File: src/rtl/redun_mul_seq.sv
// Word-serial multi-mode multiplier for redundant-form operands: A*B, A*A, A*B+C, low-half A*B.
// Define REDUN_MUL_ADD_TERM_EN to enable the C addend of mode 2; otherwise mode 2 computes A*B.
module redun_mul_seq #(
    parameter int NUM_WRDS = 3,
    parameter int WRD_BITS = 16
) (
    input  logic                                   i_clk,
    input  logic                                   i_rst,
    input  logic                                   i_val,
    output logic                                   o_rdy,
    input  logic [1:0]                             i_ctl,
    input  logic [NUM_WRDS*(WRD_BITS+1)-1:0]       i_dat_a,
    input  logic [NUM_WRDS*(WRD_BITS+1)-1:0]       i_dat_b,
    input  logic [NUM_WRDS*(WRD_BITS+1)-1:0]       i_add_term,
    output logic                                   o_val,
    input  logic                                   i_rdy,
    output logic [1:0]                             o_ctl,
    output logic [2*NUM_WRDS*(WRD_BITS+1)-1:0]     o_dat
);

    localparam int WB       = WRD_BITS + 1;
    localparam int ACC_BITS = 2*WB + $clog2(NUM_WRDS) + 2;
    localparam int CNT_BITS = $clog2(2*NUM_WRDS);
    localparam int RES_BITS = 2*NUM_WRDS*WB;

    localparam logic [CNT_BITS-1:0] LAST_HALF = CNT_BITS'(NUM_WRDS-1);
    localparam logic [CNT_BITS-1:0] LAST_FULL = CNT_BITS'(2*NUM_WRDS-1);

    localparam logic [1:0] ST_IDLE  = 2'd0;
    localparam logic [1:0] ST_MUL   = 2'd1;
    localparam logic [1:0] ST_CARRY = 2'd2;
    localparam logic [1:0] ST_DONE  = 2'd3;

    localparam logic [1:0] MODE_SQR = 2'd1;
    localparam logic [1:0] MODE_LOW = 2'd3;
`ifdef REDUN_MUL_ADD_TERM_EN
    localparam logic [1:0] MODE_MAC = 2'd2;
`endif

    logic [1:0]          state;
    logic [1:0]          ctl_q;
    logic [CNT_BITS-1:0] cnt;
    logic [WB-1:0]       a_q      [NUM_WRDS];
    logic [WB-1:0]       b_q      [NUM_WRDS];
    logic [ACC_BITS-1:0] acc      [2*NUM_WRDS];
    logic [ACC_BITS-1:0] acc_nxt  [2*NUM_WRDS];
    logic [WB-1:0]       res      [2*NUM_WRDS];
    logic [WB-1:0]       res_fin  [2*NUM_WRDS];
    logic [2*WB-1:0]     prod     [NUM_WRDS];
    logic [ACC_BITS-1:0] carry;
    logic [ACC_BITS-1:0] acc_sel;
    logic [ACC_BITS-1:0] sum;
    logic [WB-1:0]       a_sel;
    logic [WB-1:0]       word_val;
    logic [RES_BITS-1:0] dat_nxt;
    logic                low_mode;
    logic                last_carry;

`ifndef REDUN_MUL_ADD_TERM_EN
    logic unused_add_term;
    assign unused_add_term = ^i_add_term;
`endif

    assign o_rdy    = (state == ST_IDLE);
    assign low_mode = (ctl_q == MODE_LOW);

    // One row of partial products per MUL cycle: A[cnt] times every word of B.
    always_comb begin
        a_sel = '0;
        for (int i = 0; i < NUM_WRDS; i++) begin
            if (cnt == CNT_BITS'(i)) a_sel = a_q[i];
        end
        for (int j = 0; j < NUM_WRDS; j++) begin
            prod[j] = (2*WB)'(a_sel) * (2*WB)'(b_q[j]);
        end
        for (int k = 0; k < 2*NUM_WRDS; k++) acc_nxt[k] = acc[k];
        for (int i = 0; i < NUM_WRDS; i++) begin
            for (int j = 0; j < NUM_WRDS; j++) begin
                if (cnt == CNT_BITS'(i) && (!low_mode || (i + j) < NUM_WRDS))
                    acc_nxt[i+j] = acc_nxt[i+j] + ACC_BITS'(prod[j]);
            end
        end
    end

    // The top word of a full-width result keeps its redundant bit; low-half truncates.
    always_comb begin
        acc_sel = '0;
        for (int k = 0; k < 2*NUM_WRDS; k++) begin
            if (cnt == CNT_BITS'(k)) acc_sel = acc[k];
        end
        sum        = acc_sel + carry;
        last_carry = (cnt == (low_mode ? LAST_HALF : LAST_FULL));
        word_val   = (last_carry && !low_mode) ? sum[WB-1:0] : {1'b0, sum[WRD_BITS-1:0]};
        dat_nxt    = '0;
        for (int k = 0; k < 2*NUM_WRDS; k++) begin
            res_fin[k]            = (cnt == CNT_BITS'(k)) ? word_val : res[k];
            dat_nxt[k*WB +: WB]   = res_fin[k];
        end
    end

    always_ff @(posedge i_clk) begin
        if (i_rst) begin
            state <= ST_IDLE;
            ctl_q <= '0;
            cnt   <= '0;
            carry <= '0;
            o_val <= 1'b0;
            o_ctl <= '0;
            o_dat <= '0;
            for (int i = 0; i < NUM_WRDS; i++) begin
                a_q[i] <= '0;
                b_q[i] <= '0;
            end
            for (int k = 0; k < 2*NUM_WRDS; k++) begin
                acc[k] <= '0;
                res[k] <= '0;
            end
        end else begin
            case (state)
                ST_IDLE: begin
                    if (i_val) begin
                        ctl_q <= i_ctl;
                        cnt   <= '0;
                        carry <= '0;
                        for (int i = 0; i < NUM_WRDS; i++) begin
                            a_q[i] <= i_dat_a[i*WB +: WB];
                            b_q[i] <= (i_ctl == MODE_SQR) ? i_dat_a[i*WB +: WB] : i_dat_b[i*WB +: WB];
                        end
                        for (int k = 0; k < 2*NUM_WRDS; k++) begin
                            acc[k] <= '0;
                            res[k] <= '0;
                        end
`ifdef REDUN_MUL_ADD_TERM_EN
                        if (i_ctl == MODE_MAC) begin
                            for (int i = 0; i < NUM_WRDS; i++)
                                acc[i] <= ACC_BITS'(i_add_term[i*WB +: WB]);
                        end
`endif
                        state <= ST_MUL;
                    end
                end
                ST_MUL: begin
                    for (int k = 0; k < 2*NUM_WRDS; k++) acc[k] <= acc_nxt[k];
                    if (cnt == LAST_HALF) begin
                        cnt   <= '0;
                        state <= ST_CARRY;
                    end else begin
                        cnt <= cnt + 1'b1;
                    end
                end
                ST_CARRY: begin
                    carry <= sum >> WRD_BITS;
                    for (int k = 0; k < 2*NUM_WRDS; k++) res[k] <= res_fin[k];
                    if (last_carry) begin
                        o_dat <= dat_nxt;
                        o_ctl <= ctl_q;
                        o_val <= 1'b1;
                        state <= ST_DONE;
                    end else begin
                        cnt <= cnt + 1'b1;
                    end
                end
                default: begin
                    if (i_rdy) begin
                        o_val <= 1'b0;
                        state <= ST_IDLE;
                    end
                end
            endcase
        end
    end

endmodule

File: config.mk
export PLATFORM = sky130hd
export DESIGN_NAME = redun_mul_seq
export DESIGN_NICKNAME = d
export VERILOG_FILES = /design/src/rtl/redun_mul_seq.sv
export SDC_FILE = /design/constraint.sdc
export NUM_CORES = 2
export LEC_CHECK = 0
export ABC_AREA = 1
export BUFFER_PORTS_ARGS = -buffer_cell sky130_fd_sc_hd__clkbuf_2
export CELL_PAD_IN_SITES_DETAIL_PLACEMENT = 0
export CELL_PAD_IN_SITES_GLOBAL_PLACEMENT = 1
export CORE_UTILIZATION = 48
export DETAILED_ROUTE_END_ITERATION = 7
export PLACE_DENSITY = 0.93
export SYNTH_ARGS = -nofsm -noshare
export SYNTH_HDL_FRONTEND = slang
export SYNTH_SLANG_ARGS = --single-unit
File: constraint.sdc
create_clock -name i_clk -period 12.55 [get_ports i_clk]
set_clock_uncertainty 0.2 [all_clocks]
set_input_delay 3.765 -clock i_clk [delete_from_list [all_inputs] [get_ports i_clk]]
set_output_delay 3.765 -clock i_clk [all_outputs]
set_load 0.01 [all_outputs]
==> metrics.txt <==
Post-synth EDFFs 394; Final Hold Fails 0; clock latency on the worst-skew pair 0.73 ns; DIE AREA 0.152 mm2; hold_sp carry[3]$_SDFFE_PP0P_; #FFs+latches synth 528; TritonCTS Buffers 69; hold depth 2; dpl cells 11764; vias 67807; register area share after synthesis 20.1%; Slew @ Worst Pin 1.27 ns; CTS clock-pin slew for the worst setup and hold paths 0.06 ns; fin crit period 12.13 ns; area leader, netlist fa_1; R2R cell count 52; Hold Path Class reg2reg; critical path's largest stage delay 0.82 ns; FMAX 82.4 MHz; antenna violations before repair 8; # rows 141; area of the multi-input gates 0.0502 mm2; fraction of layout cells with a size suffix above 1 7.45%; Initial DRC Count 6722; DRC 0; Synth Instances 9687; first-pass GRT wire length 392000 um; Final Wtd Congestion 1.05; P&R area growth vs syn 9.62%; setup ws final 0.421 ns; most used cell, CP nand2_1; post-synthesis cell type count 63; CTS Sinks 528; Synth area leaders fa_1 (19%), edfxtp_1 (16%), ha_1 (12%); WP data arrival 12.39 ns; status completed; core box area 0.148 mm2; top cells by count, synth nand2_1 (1980), inv_1 (1689), nor2_1 (1111); vias in the first global route 65748; Final #Nets 11360; Final Max Tran Viols 0; drt first pass iters 8; Finish-stage setup viols 0; Routed WL per cell 22.2 um; largest net degree at the start of global routing 122; CTS max path bufs 3; Worst Hold Path EP carry[3]$_SDFFE_PP0P_; Yosys warning count 0; Post-Layout Inst Area 0.0791 mm2; Post-CTS Hold Buffers 0; synthesized area 0.0721 mm2; reg2reg start cnt[0]$_SDFFE_PP0P_; Final Util 53.3%; die width 390 um; root buf cell clkbuf_16; Worst setup EP type flop; Fill cells 14337; IO Port Bufs 213; Starting Density 48.6%; max cap viols 0; # IOs 265; FFs w/ async S/R, synth 0%; GRT Total Usage 34.2%; WL final 264000 um; top-area cell type share of the netlist area 18.9%; Place WS -0.278 ns; CP max stage cell xor2_1; critical path startpoint category flop; internal reg-to-reg setup slack 0.42 ns; placed wire-length estimate 212000 um; Mean Syn Cell Area 7.44 um2; global route overflow 0; Via-to-Cell Ratio 5.69; final period utilization 96.6%; max_slew headroom 15.0%; top-count cell post-synth nand2_1; non-filler instance count after layout 11914; CTS tree yes; synthesized net count 11193; register area 0.0145 mm2; Synth Flop Type edfxtp_1; CTS H-tree depth 3; Post-DRT Antenna Nets 0; die height 390 um; CP Class reg2reg; Worst R2R End acc[1][35]$_SDFFCE_PN0P_; Placed Area 0.0761 mm2; crit-path max FO 34; worst path required time 12.82 ns
cells by family after synthesis:
kind of cell / synth area share (%)
compound gates: 15.0
xor+xnor: 3.35
fa+ha+maj: 30.5
buf+inv: 11.0
flops: 20.1
mux: 0.125
simple gates: 19.9
state kept, by name, summed over array words and instances, names as in the netlist:
register,flops
ctl_q,2
res,102
a_q,51
o_dat,102
carry,22
acc,190
state,2
o_ctl,2
cnt,3
o_val,1
b_q,51
metrics by stage:
step           TNS [ns]  hold WS, ns
2_1_floorplan         0        0.239
3_3_place_gp    -0.0963        0.258
3_5_place_dp     -0.408        0.264
4_1_cts               0        0.272
5_1_grt         -0.0357        0.278
6_report              0        0.272
how the worst max path moves through the flow:
stage | from | end | slack [ns] | depth (start not counted)
2_1_floorplan | cnt[1]$_SDFFE_PP0P_ | acc[2][37]$_SDFFCE_PN0P_ | 1.47 | 64
3_3_place_gp | cnt[1]$_SDFFE_PP0P_ | acc[2][36]$_SDFFCE_PN0P_ | -0.1 | 59
3_5_place_dp | cnt[1]$_SDFFE_PP0P_ | acc[2][36]$_SDFFCE_PN0P_ | -0.28 | 59
4_1_cts | cnt[1]$_SDFFE_PP0P_ | acc[2][36]$_SDFFCE_PN0P_ | 0.002 | 61
5_1_grt | cnt[1]$_SDFFE_PP0P_ | acc[2][36]$_SDFFCE_PN0P_ | -0.02 | 63
6_report | cnt[0]$_SDFFE_PP0P_ | acc[1][35]$_SDFFCE_PN0P_ | 0.42 | 52
final cells by class:
| class | instances | area share (%) |
|---|---|---|
| Multi-Input combinational cell | 7094 | 63.6 |
| Inverter | 1703 | 8.13 |
| Tap cell | 2002 | 3.17 |
| Antenna cell | 1 | 0.00317 |
| Clock buffer | 92 | 2.36 |
| Sequential cell | 528 | 18.4 |
| Clock inverter | 36 | 0.571 |
| Timing Repair Buffer | 458 | 3.86 |
placed cells by master (no fill, tap or decap), types with 48 or more instances in the layout:
cell / netlist / final
xnor2_1: 124 / 117
o21bai_1: 51 / 50
nand2_1: 1980 / 1972
dfxtp_1: 134 / 133
inv_1: 1689 / 1683
nor3_1: 49 / 48
clkbuf_2: 0 / 213
o211ai_1: 113 / 113
a21oi_1: 700 / 681
o21ai_0: 517 / 500
a21o_1: 48 / 48
xor2_1: 152 / 142
edfxtp_1: 394 / 394
clkbuf_16: 0 / 69
o21ai_1: 55 / 58
a31oi_1: 120 / 119
buf_4: 0 / 233
fa_1: 682 / 682
nand4_1: 59 / 59
nand3_1: 293 / 290
ha_1: 665 / 653
a211oi_1: 90 / 90
nor2_1: 1111 / 1102
per-layer routing:
layer | share of wire, % | track usage, %
met4 | 5.5 | 16.7
met5 | 0.010 | 0
met2 | 43 | 52.1
met1 | 41 | 46.7
met3 | 10 | 6.39
timing repair:
item	in CTS	in global routing
pin swaps	0	16
buffers inserted	0	21
setup endpoints to repair	4	28
hold endpoints to repair	0	0
resized for setup	5	95
critical path: cells and delay by family, from the launching register on:
kind | cells | cell delay (ns)
xor+xnor | 2 | 1.01
compound gates | 10 | 1.64
flops | 1 | 0.33
fa+ha+maj | 10 | 4.65
simple gates | 18 | 2.03
buf+inv | 12 | 1.90
Power is not shown: default switching activity piles up to over one toggle a cycle in this logic, so the estimate is an artifact.
